$ cat config.mk
export PLATFORM = sky130hd
export DESIGN_NAME = ezm_cpu_gen2_flat
export DESIGN_NICKNAME = d
export VERILOG_FILES = /design/src/rtl/ezm_cpu_pkg.sv /design/src/rtl/ezm_cpu_gen2_if.sv /design/src/rtl/ezm_regbank.sv /design/src/rtl/ezm_cpu_gen2.sv /design/src/flat_wrapper.sv
export SDC_FILE = /design/constraint.sdc
export NUM_CORES = 1
export LEC_CHECK = 0
export BUFFER_PORTS_ARGS = -buffer_cell sky130_fd_sc_hd__buf_4
export CORE_MARGIN = 1
export CORE_UTILIZATION = 50
export DETAILED_ROUTE_END_ITERATION = 10
export GPL_ROUTABILITY_DRIVEN = 0
export PLACE_DENSITY = 0.72
export SLEW_MARGIN = 20
export SYNTH_ARGS = -nofsm -noshare
export SYNTH_HDL_FRONTEND = slang
export SYNTH_SLANG_ARGS = --single-unit
export TNS_END_PERCENT = 50
$ cat constraint.sdc
create_clock -name clk -period 6.1 [get_ports clk]
set_input_delay 0.915 -clock clk [delete_from_list [all_inputs] [get_ports clk]]
set_output_delay 0.915 -clock clk [all_outputs]
set_load 0.05 [all_outputs]
$ cat src/rtl/ezm_cpu_pkg.sv
// ezm_cpu_pkg: shared definitions for the ezm_cpu_gen2 accumulator CPU.
//   - phase encoding (PH_FETCH / PH_EXEC)
//   - opcode constants (prefixes for the register-indexed groups, full
//     6-bit words for the single-word group)
//   - decode_op(): first-match instruction decoder used by the top level
package ezm_cpu_pkg;

    typedef enum logic {
        PH_FETCH = 1'b0,
        PH_EXEC  = 1'b1
    } phase_e;

    // 1iiiii: LOAD with 5-bit signed immediate
    localparam logic       OP_LOAD = 1'b1;
    // xxx rrr: register-indexed groups, matched on ir[5:3]
    localparam logic [2:0] OP_BGT  = 3'b011;
    localparam logic [2:0] OP_STA  = 3'b001;
    localparam logic [2:0] OP_ADD  = 3'b010;
    // 000xxx: single-word instructions
    localparam logic [5:0] OP_NOP  = 6'b000000;
    localparam logic [5:0] OP_NOT  = 6'b000001;
    localparam logic [5:0] OP_SHL  = 6'b000010;
    localparam logic [5:0] OP_SHR  = 6'b000011;
    localparam logic [5:0] OP_CLC  = 6'b000100;
    localparam logic [5:0] OP_SEC  = 6'b000101;
    localparam logic [5:0] OP_BCS  = 6'b000110;
    localparam logic [5:0] OP_HALT = 6'b000111;

    typedef enum logic [3:0] {
        I_LOAD, I_BGT, I_STA, I_ADD, I_NOP, I_NOT,
        I_SHL, I_SHR, I_CLC, I_SEC, I_BCS, I_HALT
    } instr_e;

    // First match wins: LOAD, then the register groups, then 000xxx.
    function automatic instr_e decode_op(input logic [5:0] ir);
        instr_e op;
        if (ir[5] == OP_LOAD)         op = I_LOAD;
        else if (ir[5:3] == OP_BGT)   op = I_BGT;
        else if (ir[5:3] == OP_STA)   op = I_STA;
        else if (ir[5:3] == OP_ADD)   op = I_ADD;
        else begin
            case (ir)
                OP_NOP:  op = I_NOP;
                OP_NOT:  op = I_NOT;
                OP_SHL:  op = I_SHL;
                OP_SHR:  op = I_SHR;
                OP_CLC:  op = I_CLC;
                OP_SEC:  op = I_SEC;
                OP_BCS:  op = I_BCS;
                default: op = I_HALT;
            endcase
        end
        return op;
    endfunction

endpackage

$ cat src/rtl/ezm_cpu_gen2_if.sv
// ezm_cpu_gen2_if: tile-side bus of the CPU.
//   in_i     instruction word (driven by the tile, sampled only on FETCH)
//   out_o    registered acc/pc view
//   phase_o  current phase (0 = next edge is FETCH)
//   halted_o sticky HALT indication
// There is no valid/ready handshake: the tile owns in_i and the CPU
// consumes it on every FETCH edge, so phase_o is the only pacing signal.
interface ezm_cpu_gen2_if #(
    parameter int OUT_W = 8
);
    logic [5:0]       in_i;
    logic [OUT_W-1:0] out_o;
    logic             phase_o;
    logic             halted_o;

    modport master (output in_i, input  out_o, phase_o, halted_o);
    modport slave  (input  in_i, output out_o, phase_o, halted_o);
endinterface

$ cat src/rtl/ezm_regbank.sv
// ezm_regbank: NREG x DATA_W register bank.
//   clk, rst  clock, asynchronous active-high reset (all registers to 0)
//   rd_idx    combinational read address -> rd_data
//   wr_en     synchronous write enable, wr_idx / wr_data
module ezm_regbank #(
    parameter int DATA_W = 8,
    parameter int NREG   = 8,
    parameter int IDX_W  = (NREG > 1) ? $clog2(NREG) : 1
) (
    input  logic              clk,
    input  logic              rst,
    input  logic [IDX_W-1:0]  rd_idx,
    output logic [DATA_W-1:0] rd_data,
    input  logic              wr_en,
    input  logic [IDX_W-1:0]  wr_idx,
    input  logic [DATA_W-1:0] wr_data
);
    logic [DATA_W-1:0] regs [NREG];

    always_ff @(posedge clk or posedge rst) begin
        if (rst) begin
            for (int i = 0; i < NREG; i++) regs[i] <= '0;
        end else if (wr_en) begin
            regs[wr_idx] <= wr_data;
        end
    end

    assign rd_data = regs[rd_idx];
endmodule

$ cat src/rtl/ezm_cpu_gen2.sv
// ezm_cpu_gen2: two-phase accumulator CPU (FETCH / EXEC).
//   clk  clock, all state changes on the rising edge
//   rst  asynchronous active-high reset
//   bus  slave side of ezm_cpu_gen2_if:
//        in_i (instruction), out_o (acc after FETCH, pc after EXEC),
//        phase_o (phase FSM state), halted_o (sticky halt)
module ezm_cpu_gen2
    import ezm_cpu_pkg::*;
#(
    parameter int DATA_W = 8,
    parameter int NREG   = 8,
    parameter int PC_W   = 8,
    parameter int OUT_W  = 8
) (
    input logic           clk,
    input logic           rst,
    ezm_cpu_gen2_if.slave bus
);
    localparam int IDX_W = (NREG > 1) ? $clog2(NREG) : 1;
    localparam int XW    = (DATA_W > PC_W) ? DATA_W : PC_W;

    phase_e            phase;
    logic [5:0]        ir;
    logic [DATA_W-1:0] acc, acc_nxt;
    logic [PC_W-1:0]   pc, pc_nxt;
    logic              carry, carry_nxt;
    logic              halted, halt_nxt;
    logic              sta_en;
    logic [OUT_W-1:0]  out_q;
    logic [DATA_W-1:0] rd_data;
    logic [DATA_W:0]   sum;
    logic [XW-1:0]     acc_wide, pc_wide;

    ezm_regbank #(.DATA_W(DATA_W), .NREG(NREG), .IDX_W(IDX_W)) u_bank (
        .clk     (clk),
        .rst     (rst),
        .rd_idx  (ir[IDX_W-1:0]),
        .rd_data (rd_data),
        .wr_en   (sta_en && (phase == PH_EXEC)),
        .wr_idx  (ir[IDX_W-1:0]),
        .wr_data (acc)
    );

    assign sum = {1'b0, acc} + {1'b0, rd_data};

    // Next architectural state for the EXEC edge. While halted every
    // value holds, so the EXEC edge re-publishes the frozen pc.
    always_comb begin
        acc_nxt   = acc;
        pc_nxt    = pc;
        carry_nxt = carry;
        halt_nxt  = halted;
        sta_en    = 1'b0;
        if (!halted) begin
            pc_nxt = pc + PC_W'(1);
            case (decode_op(ir))
                I_LOAD: acc_nxt = {{(DATA_W-5){ir[4]}}, ir[4:0]};
                I_BGT:  if (rd_data > acc) pc_nxt = pc - PC_W'(acc);
                I_STA:  sta_en = 1'b1;
                I_ADD:  {carry_nxt, acc_nxt} = sum;
                I_NOT:  acc_nxt = ~acc;
                I_SHL:  begin carry_nxt = acc[DATA_W-1]; acc_nxt = acc << 1; end
                I_SHR:  begin carry_nxt = acc[0];        acc_nxt = acc >> 1; end
                I_CLC:  carry_nxt = 1'b0;
                I_SEC:  carry_nxt = 1'b1;
                I_BCS:  if (carry) pc_nxt = pc - PC_W'(acc);
                I_HALT: begin halt_nxt = 1'b1; pc_nxt = pc; end
                default: ;
            endcase
        end
    end

    // Zero-extend to the wider of acc/pc, then keep the low OUT_W bits.
    assign acc_wide = XW'(acc);
    assign pc_wide  = XW'(pc_nxt);

    always_ff @(posedge clk or posedge rst) begin
        if (rst) begin
            phase  <= PH_FETCH;
            ir     <= '0;
            acc    <= '0;
            pc     <= '0;
            carry  <= 1'b0;
            halted <= 1'b0;
            out_q  <= '0;
        end else if (phase == PH_FETCH) begin
            if (!halted) ir <= bus.in_i;
            out_q <= acc_wide[OUT_W-1:0];
            phase <= PH_EXEC;
        end else begin
            acc    <= acc_nxt;
            pc     <= pc_nxt;
            carry  <= carry_nxt;
            halted <= halt_nxt;
            out_q  <= pc_wide[OUT_W-1:0];
            phase  <= PH_FETCH;
        end
    end

    assign bus.out_o    = out_q;
    assign bus.phase_o  = phase;
    assign bus.halted_o = halted;
endmodule
$ cat src/flat_wrapper.sv
// flat-port wrapper written by rule: the top's interface ports become plain ports
module ezm_cpu_gen2_flat import ezm_cpu_pkg::*;
#(
    parameter int DATA_W = 8,
    parameter int NREG   = 8,
    parameter int PC_W   = 8,
    parameter int OUT_W  = 8
)
  (clk, rst, bus_in_i, bus_out_o, bus_phase_o, bus_halted_o);
  ezm_cpu_gen2_if #(.OUT_W(OUT_W)) bus_i ();
  input logic clk;
  input logic rst;
  input wire logic [$bits(bus_i.in_i)-1:0] bus_in_i;
  output wire logic [$bits(bus_i.out_o)-1:0] bus_out_o;
  output wire logic [$bits(bus_i.phase_o)-1:0] bus_phase_o;
  output wire logic [$bits(bus_i.halted_o)-1:0] bus_halted_o;
  assign bus_i.in_i = bus_in_i;
  assign bus_out_o = bus_i.out_o;
  assign bus_phase_o = bus_i.phase_o;
  assign bus_halted_o = bus_i.halted_o;
  ezm_cpu_gen2 #(.DATA_W(DATA_W), .NREG(NREG), .PC_W(PC_W), .OUT_W(OUT_W)) u_core (.clk(clk), .rst(rst), .bus(bus_i));
endmodule
# After elaboration in Yosys (flattened, before gate mapping)
# Index checks and enable logic that the tools add are counted.
# Widths: inputs -> output; s select.
[totals]
latchBits = 0
rom_bits = 0
register_bits = 97
ramBits = 0
memories = 0
input_bits = 8
elab_cells = 77
[classes]
bitwise_logic = 4
n_mux = 24
multipliers = 0
n_lt_le_gt_ge = 3
n_addsub = 3
shift = 0
reduce_logical = 9
eq_ne = 19
div_mod_pow = 0
[ops]
columns = ["cell", "count"]
rows = [
  ["$bwmux 64", 1],
  ["$mux 8", 7],
  ["$pmux 8 s5", 1],
  ["$pmux 4 s7", 1],
  ["$bmux 8 s3", 1],
  ["$demux 8 s3", 1],
  ["$pmux 8 s3", 1],
  ["$mux 4", 5],
  ["$eq 6x3->1 const B", 3],
  ["$eq 4x4->1 const B", 4],
  ["$eq 4x3->1 const B", 3],
  ["$eq 6x2->1 const B", 2],
  ["$reduce_bool 5->1", 2],
  ["$add 8x8->9", 1],
  ["$add 8x1->8 const B", 1],
  ["$eq 4x2->1 const B", 2],
  ["$gt 8x8->1", 1],
  ["$not 8->8", 1],
  ["$sub 8x8->8", 1],
  ["$eq 3x2->1 const B", 2],
  ["$eq 6x1->1 const B", 1],
  ["$logic_not 6->1", 1],
  ["$reduce_and 3->1", 2],
  ["$mux 1", 5],
  ["10 further kinds", 12],
]

# Logic depth before layout (Yosys ltp)
# Gate-level depths: netlist of the first run.
[logic_depth]
depth_word = 11
ltp_mapped = 15

# Hierarchy
# A second synthesis of the first run with hierarchy kept.
[hier_totals]
cells_unflattened = 558
area_unflattened_um2 = 6150.9
[by_module_without_submodules]
columns = ["module", "n_inst", "cells_per_inst", "area_each_um2"]
rows = [
  ["ezm_cpu_gen2", 1, 385, 3141.8],
  ["ezm_regbank", 1, 173, 3009.1],
]

# Least setup slack after synthesis of the first run
# No wires, ideal clock.
[synth_path]
path_type = "register to register"
start = "reg u_core.ir[1]"
end = "reg u_core.out_q[1], in the netlist u_core.bus.out_o[1]"
path_stages_with_launch = 16
t_arrival_ps = 3316
required_time_ps = 5977
setup_time_ps = 123
setup_slack_ps = 2662
period_less_slack_ps = 3438
n_path_buf = 3
path_cell_list = "dfrtp_1 buf_2 buf_1 clkbuf_1 nor2_1 a21oi_1 nor2_1 a221o_1 ha_1 nor2b_1 o211ai_1 a21oi_1 o221a_2 or2_1 a221o_1 o221a_2"
[synth_between]
elab_chain_cells = 11
[synth_rtl]
columns = ["item", "line", "source"]
rows = [
  ["start, declared", "ezm_cpu_gen2.sv:23", "logic [5:0] ir;"],
  ["start signal, assigned", "ezm_cpu_gen2.sv:87", "if (!halted) ir <= bus.in_i;"],
  ["$eq 6x3->1 (tied with other cells)", "ezm_cpu_pkg.sv:42", "case (ir)"],
  ["$pmux 4 s7", "ezm_cpu_pkg.sv:42", ""],
  ["$mux 4", "ezm_cpu_pkg.sv:40", "else if (ir[5:3] == OP_ADD) op = I_ADD;"],
  ["$mux 4", "ezm_cpu_pkg.sv:39", "else if (ir[5:3] == OP_STA) op = I_STA;"],
  ["$mux 4", "ezm_cpu_pkg.sv:38", "else if (ir[5:3] == OP_BGT) op = I_BGT;"],
  ["$mux 4", "ezm_cpu_pkg.sv:37", "if (ir[5] == OP_LOAD) op = I_LOAD;"],
  ["$mux 4", "ezm_cpu_gen2.sv:54", "if (!halted) begin"],
  ["$eq 4x4->1 / $eq 4x1->1 (equally long branches)", "ezm_cpu_gen2.sv:56", "case (decode_op(ir))"],
  ["$pmux 8 s3 (*)", "ezm_cpu_gen2.sv:56", ""],
  ["$mux 8 (*)", "ezm_cpu_gen2.sv:54", ""],
  ["$mux 8 (*)", "ezm_cpu_gen2.sv:86", "end else if (phase == PH_FETCH) begin"],
  ["end signal, assigned", "ezm_cpu_gen2.sv:88", "out_q <= acc_wide[OUT_W-1:0];"],
  ["end signal, assigned", "ezm_cpu_gen2.sv:95", "out_q <= pc_wide[OUT_W-1:0];"],
  ["end, declared", "ezm_cpu_gen2.sv:29", "logic [OUT_W-1:0] out_q;"],
]
# Every way passes the cells marked *; elsewhere a longest branch is shown, timed or not. The select of a mux whose other input is x is not followed.
# A chain may end at the register's enable or synchronous reset.

# Final worst setup path of the first run
[layout_path]
start = "reg u_core.ir[1]"
end = "reg u_core.pc[6]"
[layout_between]
elab_chain_cells = 10
[layout_rtl]
columns = ["item", "line", "source"]
rows = [
  ["$eq 6x3->1 (tied with other cells)", "ezm_cpu_pkg.sv:42", ""],
  ["$pmux 4 s7", "ezm_cpu_pkg.sv:42", ""],
  ["$mux 4", "ezm_cpu_pkg.sv:40", ""],
  ["$mux 4", "ezm_cpu_pkg.sv:39", ""],
  ["$mux 4", "ezm_cpu_pkg.sv:38", ""],
  ["$mux 4", "ezm_cpu_pkg.sv:37", ""],
  ["$mux 4", "ezm_cpu_gen2.sv:54", ""],
  ["$eq 4x4->1 / $eq 4x1->1 (equally long branches)", "ezm_cpu_gen2.sv:56", ""],
  ["$pmux 8 s3 (*)", "ezm_cpu_gen2.sv:56", ""],
  ["$mux 8 (*)", "ezm_cpu_gen2.sv:54", ""],
  ["end signal, assigned", "ezm_cpu_gen2.sv:92", "pc <= pc_nxt;"],
  ["end, declared", "ezm_cpu_gen2.sv:25", "logic [PC_W-1:0] pc, pc_nxt;"],
]
# Marks and branches as above.

==> run_results.csv, run 1 <==
group,metric,value,unit
critical_path,worst_ep_required_time,6.36,ns
finish,final_cell_mix,"97 x dfrtp_1, 58 x o21ai_0, 54 x nand2_1, 49 x mux2_2, 40 x nor2_1",
clock_network,clkSinkCount,97,
power,power_density,579,nW/um^2
finish,fin_cells,703,
critical_path,worstRegToRegCells,12,
clock_network,postCtsSetupRepairBufs,0,
sta,max-slew-margin-rel,0.464,
drt,vias_per_cell,6.15,
sta,worstMarginPinSlew,0.803,ns
sta,finalHoldViolations,0,
drt,highest_layer,"met4",
power,peakVddDrop,343,uV
clock_network,tritoncts,"yes",
drt,vias,4322,
drt,wl_met2,6560,um
clock_network,cts_resized,0,
synthesis,synth.distinct_cells,57,
grt,grt_max_degree,50,
drt,routedWlPerCell,19.6,um
sta,max_freq,261,MHz
clock_network,cts_buffers,9,
synthesis,synth_nets,596,
critical_path,crit_fanout,25,
synthesis,synth_xor_area_frac,0.0265,
synthesis,synthArstFlopShare,1.00,
finish,antenna_cells,0,
power,total_power,3.47,mW
critical_path,end_kind,"flop",
worst_hold_path,worst_hold_path_type,"flop to flop",
finish,area_growth,6.69,%
clock_network,htree_levels,3,
drt,drc,0,
synthesis,muxShareOfSynthArea,0.139,
synthesis,synthFlopType,"dfrtp_1",
synthesis,yosys-top-cells-area,"dfrtp_1 43%, mux2_2 9.8%, ha_1 5.3%",
drt,dr.first_iter.drc_count,345,
synthesis,netlist_area,5630,um^2
grt,grt_pass1_wl,23000,um
critical_path,crit_start,"u_core.ir[1]$_DFFE_PP0P_",
finish,layout.nets,592,
clock_network,ctsLongestPathBuffers,2,
floorplan,die_w,108,um
floorplan,rows,38,
synthesis,synth_cells,562,
synthesis,synth_top_area_cell,"dfrtp_1",
grt,grt_pass1_vias,4274,
synthesis,synth_top_family_by_area,"compound AO/OA/AOI/OAI gates",
synthesis,synth-compound-area-share,0.174,
finish,n_fill_cell,945,
grt,gr-total-overflow,0,
sta,slew_violations,0,
sta,finalCriticalPeriod,3.83,ns
critical_path,rr_endpoint,"u_core.pc[6]$_DFFE_PP0P_",
sta,rsz0062_at_grt,"no",
floorplan,start_util,0.517,
critical_path,worstSetupStartpointType,"flop",
drt,drtAntennaViolNets,0,
finish,fin_util,0.551,
sta,fin_worst_skew,0.00655,ns
finish,multi_input_area,2970,um^2
floorplan,die-height,108,um
floorplan,io_pins,18,
clock_network,clk_pin_slew,0.09,ns
power,leakage,2.69,nW
synthesis,yosysSeqAreaShare,0.431,
sta,tns,0,ns
drt,drtPass1Iterations,5,
critical_path,endpoint,"u_core.pc[6]$_DFFE_PP0P_",
placed_design,hpwl,9770,um
synthesis,synth_top_area_frac,0.431,
sta,setup_viol_count_final,0,
flow_run,drv_cap,0,
synthesis,yosys_warnings,0,
sta,min_period_over_period,0.628,
synthesis,ys_ff_latch,97,
critical_path,rrSetupSlack,2.27,ns
synthesis,synth_edf_count,0,
floorplan,core,10900,um^2
clock_network,hold_buffers,0,
drt,m1WireLength,6150,um
drt,wl_met3,686,um
finish,mostFrequentLayoutCell,"dfrtp_1",
placed_design,dp_cells,687,
synthesis,syn-mean-instance-area,10.0,um^2
clock_network,root_buffer,"clkbuf_8",
synthesis,yosys.area_share.simple,0.129,
synthesis,synthAdderAreaFrac,0.0605,
finish,drive_above_1_share,0.197,
floorplan,dieArea,11700,um^2
drt,routed_wl,13800,um
placed_design,io_buffers,17,
critical_path,arrival,4.09,ns
finish,regArea,2430,um^2
grt,grt_usage,0.264,
grt,antenna_found_initial,0,
critical_path,path_class,"flop to flop",
run_status,status,"finished, final reports clean",
critical_path,reg2reg_from,"u_core.ir[1]$_DFFE_PP0P_",
clock_network,clk-insertion-delay-late,0.38,ns
-- worst max-delay path: stages (launching register included) --
cell,delay [ns]
dfrtp_1,0.87
nor2b_1,0.59
nand2_1,0.11
o21ai_0,0.09
a221o_1,0.25
ha_1,0.28
nor2b_1,0.14
o211ai_1,0.15
a21oi_1,0.11
o221a_2,0.33
or2_1,0.33
a221oi_1,0.34
a21oi_1,0.11
-- state kept, by name, summed over array words and instances, names as in the netlist --
signal	flops
u_core.carry	1
u_core.pc	8
u_core.ir	6
u_core.bus.phase_o	1
u_core.bus.halted_o	1
u_core.acc	8
u_core.bus.out_o	8
u_core.u_bank.regs	64
-- through the flow --
stage / setup WS [ns] / cell area [um^2] / hold WS, ns
floorplan: 2.65 / 5630 / 0.445
global placement: 2.44 / 5810 / 0.462
detailed placement: 2.33 / 5810 / 0.470
CTS: 2.32 / 6000 / 0.490
global route: 1.96 / 6000 / 0.525
finish: 2.27 / 6000 / 0.491
-- Yosys cell counts, types with 3 or more instances --
library cell and number:
o21a_1 7, inv_1 16, clkbuf_1 23, buf_1 4, nor2b_1 9, or2_2 4
o21ai_0 58, and3_1 5, mux4_2 4, o221a_2 4, nor2_1 40, mux2i_1 14
ha_1 24, nand2_1 54, mux2_2 49, a22o_1 6, dfrtp_1 97, a221oi_1 5
nor2_2 3, a221o_1 7, o221ai_1 3, nand2b_1 4, o22ai_1 7, a21oi_1 29
o31ai_1 5, buf_2 8, xor2_1 5, o211ai_1 5, nand3_1 5, a22oi_1 6
nor3_1 9, xnor2_1 12
-- where the power goes --
group          switching (mW)  leakage [nW]  total (mW)  internal [mW]
clock network           0.227        0.0994       0.416          0.189
registers               0.335          1.25        1.24          0.909
logic                    1.04          1.35        1.81          0.779
total                    1.60          2.69        3.47           1.88
-- kinds of logic after synthesis --
group	Yosys count
multiplexers	67
AND/OR/NAND/NOR	147
adder cells (fa/ha/maj)	26
flip-flops	97
XOR/XNOR	17
AO/OA/AOI/OAI	153
buffers and inverters	55
-- how the worst min path moves through the flow --
stage | startpoint | endpoint | slack, ns | cells past startpoint
after floorplan | u_core.u_bank.regs[23]$_DFFE_PP0P_ | u_core.u_bank.regs[23]$_DFFE_PP0P_ | 0.44 | 2
after global placement | u_core.u_bank.regs[30]$_DFFE_PP0P_ | u_core.u_bank.regs[30]$_DFFE_PP0P_ | 0.46 | 2
after detailed placement | u_core.u_bank.regs[27]$_DFFE_PP0P_ | u_core.u_bank.regs[27]$_DFFE_PP0P_ | 0.47 | 2
after CTS | u_core.u_bank.regs[27]$_DFFE_PP0P_ | u_core.u_bank.regs[27]$_DFFE_PP0P_ | 0.49 | 2
after global routing | u_core.u_bank.regs[23]$_DFFE_PP0P_ | u_core.u_bank.regs[23]$_DFFE_PP0P_ | 0.53 | 2
final | u_core.u_bank.regs[27]$_DFFE_PP0P_ | u_core.u_bank.regs[27]$_DFFE_PP0P_ | 0.49 | 2
-- layer usage --
layer | global-route usage | up-vias
li1 | - | 2002
met1 | 0.356 | 2157
met5 | 0 | -
met4 | 0.0969 | 0
met3 | 0.0645 | 28
met2 | 0.411 | 135
-- layout make-up --
class	count	share of cell area
clock buffers	9	0.0206
clock inverters	7	0.0117
inverters	18	0.0117
multi-input cells	410	0.495
flip-flops and latches	97	0.404
well taps	140	0.0292
repair buffers	22	0.0275
No activity file was read; power rests on OpenSTA's default activity.
==> run 2, diff against run 1 <==
- ABC_AREA: not set -> 1
- clock period: 6.1 -> 3.7 ns (I/O delays scaled with it)
==> run 2 against run 1 <==
Against the previous run:
- fmax grew 16%
- highest routed layer unchanged
- worst hold slack lost 0.19 ns
- via count grew 19%
- flip-flop and latch count stayed put
- largest power group unchanged
- count of clock-buffer cells in the layout unchanged
- global-route usage increased by 2.1 points
- critical endpoint is now u_core.acc[4]$_DFFE_PP0P_
- sequential power increased by 53%
- first-iteration DRC count up 29%
==> run_results.csv, run 2 <==
group,metric,value,unit
run_status,status,"finished, final reports clean",
critical_path,crit_start,"u_core.ir[1]$_DFFE_PP0P_",
critical_path,end_kind,"flop",
finish,layout.nets,767,
floorplan,rows,38,
synthesis,yosysSeqAreaShare,0.429,
finish,mostFrequentLayoutCell,"nand2_1",
drt,dr.first_iter.drc_count,445,
clock_network,clkSinkCount,97,
synthesis,netlist_area,5650,um^2
critical_path,arrival,3.53,ns
sta,rsz0062_at_grt,"no",
grt,antenna_found_initial,0,
drt,drtAntennaViolNets,0,
drt,routed_wl,15300,um
clock_network,cts_buffers,9,
clock_network,htree_levels,3,
floorplan,dieArea,11700,um^2
synthesis,synthArstFlopShare,1.00,
finish,largest_register,"u_core.u_bank.regs",
drt,routedWlPerCell,17.5,um
finish,final_cell_mix,"197 x nand2_1, 97 x dfrtp_1, 88 x o21ai_0, 62 x inv_1, 42 x nand3_1",
critical_path,crit_chain,"inv_2 -> nor2_4 -> a32oi_1 -> o21ai_0 -> a221oi_2 -> inv_1 -> ha_1 -> fa_1 -> inv_1 -> nor3_1 -> nor2_1 -> nand2_1 -> nand3_1 -> o2111ai_1 -> o21ai_0 -> o21ai_0",
finish,area_growth,10.7,%
synthesis,synth_edf_count,0,
floorplan,die_w,108,um
floorplan,io_pins,18,
power,power_density,973,nW/um^2
drt,drtPass1Iterations,6,
synthesis,synthFlopType,"dfrtp_1",
critical_path,reg2reg_from,"u_core.ir[1]$_DFFE_PP0P_",
synthesis,yosys_warnings,0,
sta,finalHoldViolations,0,
grt,grt_usage,0.285,
finish,antenna_cells,0,
grt,grt_pass1_vias,5039,
synthesis,synth_cells,719,
synthesis,synth_commonest_cells,"197 x nand2_1, 97 x dfrtp_1, 88 x o21ai_0",
clock_network,clk_pin_slew,0.07,ns
floorplan,die-height,108,um
finish,largest_reg_flops,64,
synthesis,synth_top_area_frac,0.429,
finish,n_fill_cell,1013,
synthesis,synth_nets,753,
critical_path,critPathTopFamily,"compound AO/OA/AOI/OAI gates",
grt,grt_pass1_wl,25200,um
sta,hold_ws,0.304,ns
drt,vias,5163,
critical_path,slowest_stage,"dfrtp_1",
worst_hold_path,worst_hold_path_type,"input pin to async pin",
clock_network,postCtsSetupRepairBufs,0,
placed_design,hpwl,11000,um
critical_path,worst_ep_required_time,3.93,ns
clock_network,clk-insertion-delay-late,0.35,ns
drt,drc,0,
synthesis,syn-mean-instance-area,7.86,um^2
sta,fin_worst_skew,0.00648,ns
critical_path,worstSetupStartpointType,"flop",
sta,max-slew-margin-rel,0.484,
synthesis,synth.most_common_cell,"nand2_1",
sta,tns,0,ns
synthesis,synth.distinct_cells,42,
finish,drive_above_1_share,0.0963,
critical_path,path_class,"flop to flop",
critical_path,crit_fanout,15,
power,leakage,3.10,nW
sta,max_freq,303,MHz
critical_path,cp_num_buf_inv,3,
critical_path,crit_path_frequent_cell,"o21ai_0",
clock_network,ctsLongestPathBuffers,2,
drt,vias_per_cell,5.89,
sta,min_period_over_period,0.892,
floorplan,start_util,0.517,
clock_network,tritoncts,"yes",
sta,slew_violations,0,
synthesis,synth_top_area_cell,"dfrtp_1",
critical_path,critPathMaxStageDelay,0.57,ns
sta,setup_viol_count_final,0,
power,peakVddDrop,504,uV
floorplan,core,10900,um^2
sta,finalCriticalPeriod,3.30,ns
grt,gr-total-overflow,0,
grt,grt_max_degree,53,
synthesis,yosys-top-cells-area,"dfrtp_1 43%, nand2_1 13%, o21ai_0 7.8%",
flow_run,drv_cap,0,
clock_network,root_buffer,"clkbuf_16",
synthesis,ys_ff_latch,97,
sta,worstMarginPinSlew,0.771,ns
placed_design,io_buffers,17,
[run 2: cell types whose count changed in the layout (fill, tap and decap cells not counted), moves of 7 or more]
| cell | before | now |
|---|---|---|
| a221o_1 | 7 | 0 |
| a32oi_1 | 0 | 9 |
| buf_4 | 22 | 29 |
| clkbuf_16 | 0 | 9 |
| clkbuf_8 | 9 | 0 |
| inv_1 | 15 | 62 |
| mux2_2 | 49 | 0 |
| nand2_1 | 54 | 197 |
| nand3_1 | 5 | 42 |
| nand4_1 | 2 | 13 |
| nor2b_1 | 9 | 0 |
| o2111ai_1 | 0 | 9 |
| o21ai_0 | 58 | 88 |
| xnor2_1 | 12 | 3 |
[run 2: metrics by stage]
step                      power (mW)  utilization  cells  setup WS, ns  instance area (um^2)
after global routing            6.59        0.572    877         0.131                  6260
final                           6.09        0.572    877         0.398                  6260
after floorplan                 4.12            -    719         0.611                  5650
after detailed placement        5.01        0.543    862         0.357                  5930
after global placement          4.92        0.543    862         0.484                  5930
after CTS                       6.04        0.572    877         0.339                  6250
[run 2: metal layers]
layer	routed length (um)	global-route usage
met2	7140	0.470
met5	0	0
met1	6570	0.365
met4	602	0.134
met3	1030	0.0506
[run 2: kinds of logic after synthesis]
group	share of synthesized area
and+or+nand+nor	0.244
muxes	0.0142
adders and majority gates	0.0602
AOI/OAI and AO/OA	0.170
xor gates and xnor gates	0.0155
buffers and inverters	0.0668
DFF	0.429
[run 2: timing repair]
action                                  4_1_cts  5_1_grt
hold buffers                                  0        0
endpoints found under the setup margin        0        1
resized for setup                             0        2
[run 2: cell type report]
type / count / area (um^2) / share of cell area
multi-input combinational: 526 / 2860 / 0.456
sequential: 97 / 2430 / 0.388
inverter: 70 / 269 / 0.0430
clock buffer: 9 / 225 / 0.0360
timing repair buffer: 29 / 218 / 0.0348
tap: 140 / 175 / 0.0280
clock inverter: 6 / 90.1 / 0.0144
[run 2: report_power, final]
part	leakage, nW	internal [mW]	switching (mW)
Sequential	1.25	1.49	0.401
Clock	0.152	0.592	0.416
Combinational	1.70	1.07	2.12
Total	3.10	3.15	2.94
[run 2: worst reg2reg max path, cell delays in order (launching register included)]
cell and delay, ns:
dfrtp_1 0.57, inv_2 0.19, nor2_4 0.10, a32oi_1 0.23, o21ai_0 0.18, a221oi_2 0.31, inv_1 0.10, ha_1 0.25
fa_1 0.44, inv_1 0.10, nor3_1 0.06, nor2_1 0.11, nand2_1 0.08, nand3_1 0.11, o2111ai_1 0.10, o21ai_0 0.16
o21ai_0 0.10
[run 2: final timing paths]
kind                                                      end  slack (ns)  cells after the start
max                                 u_core.acc[4]$_DFFE_PP0P_        0.40                     16
min                             u_core.bus.out_o[0]$_DFF_PP0_        0.30                      2
max reg2reg                         u_core.acc[4]$_DFFE_PP0P_        0.40                     16
min reg2reg                u_core.u_bank.regs[30]$_DFFE_PP0P_        0.48                      2
max in group asynchronous  u_core.u_bank.regs[22]$_DFFE_PP0P_        2.60                      3
min in group clk                     u_core.ir[4]$_DFFE_PP0P_        0.42                      3
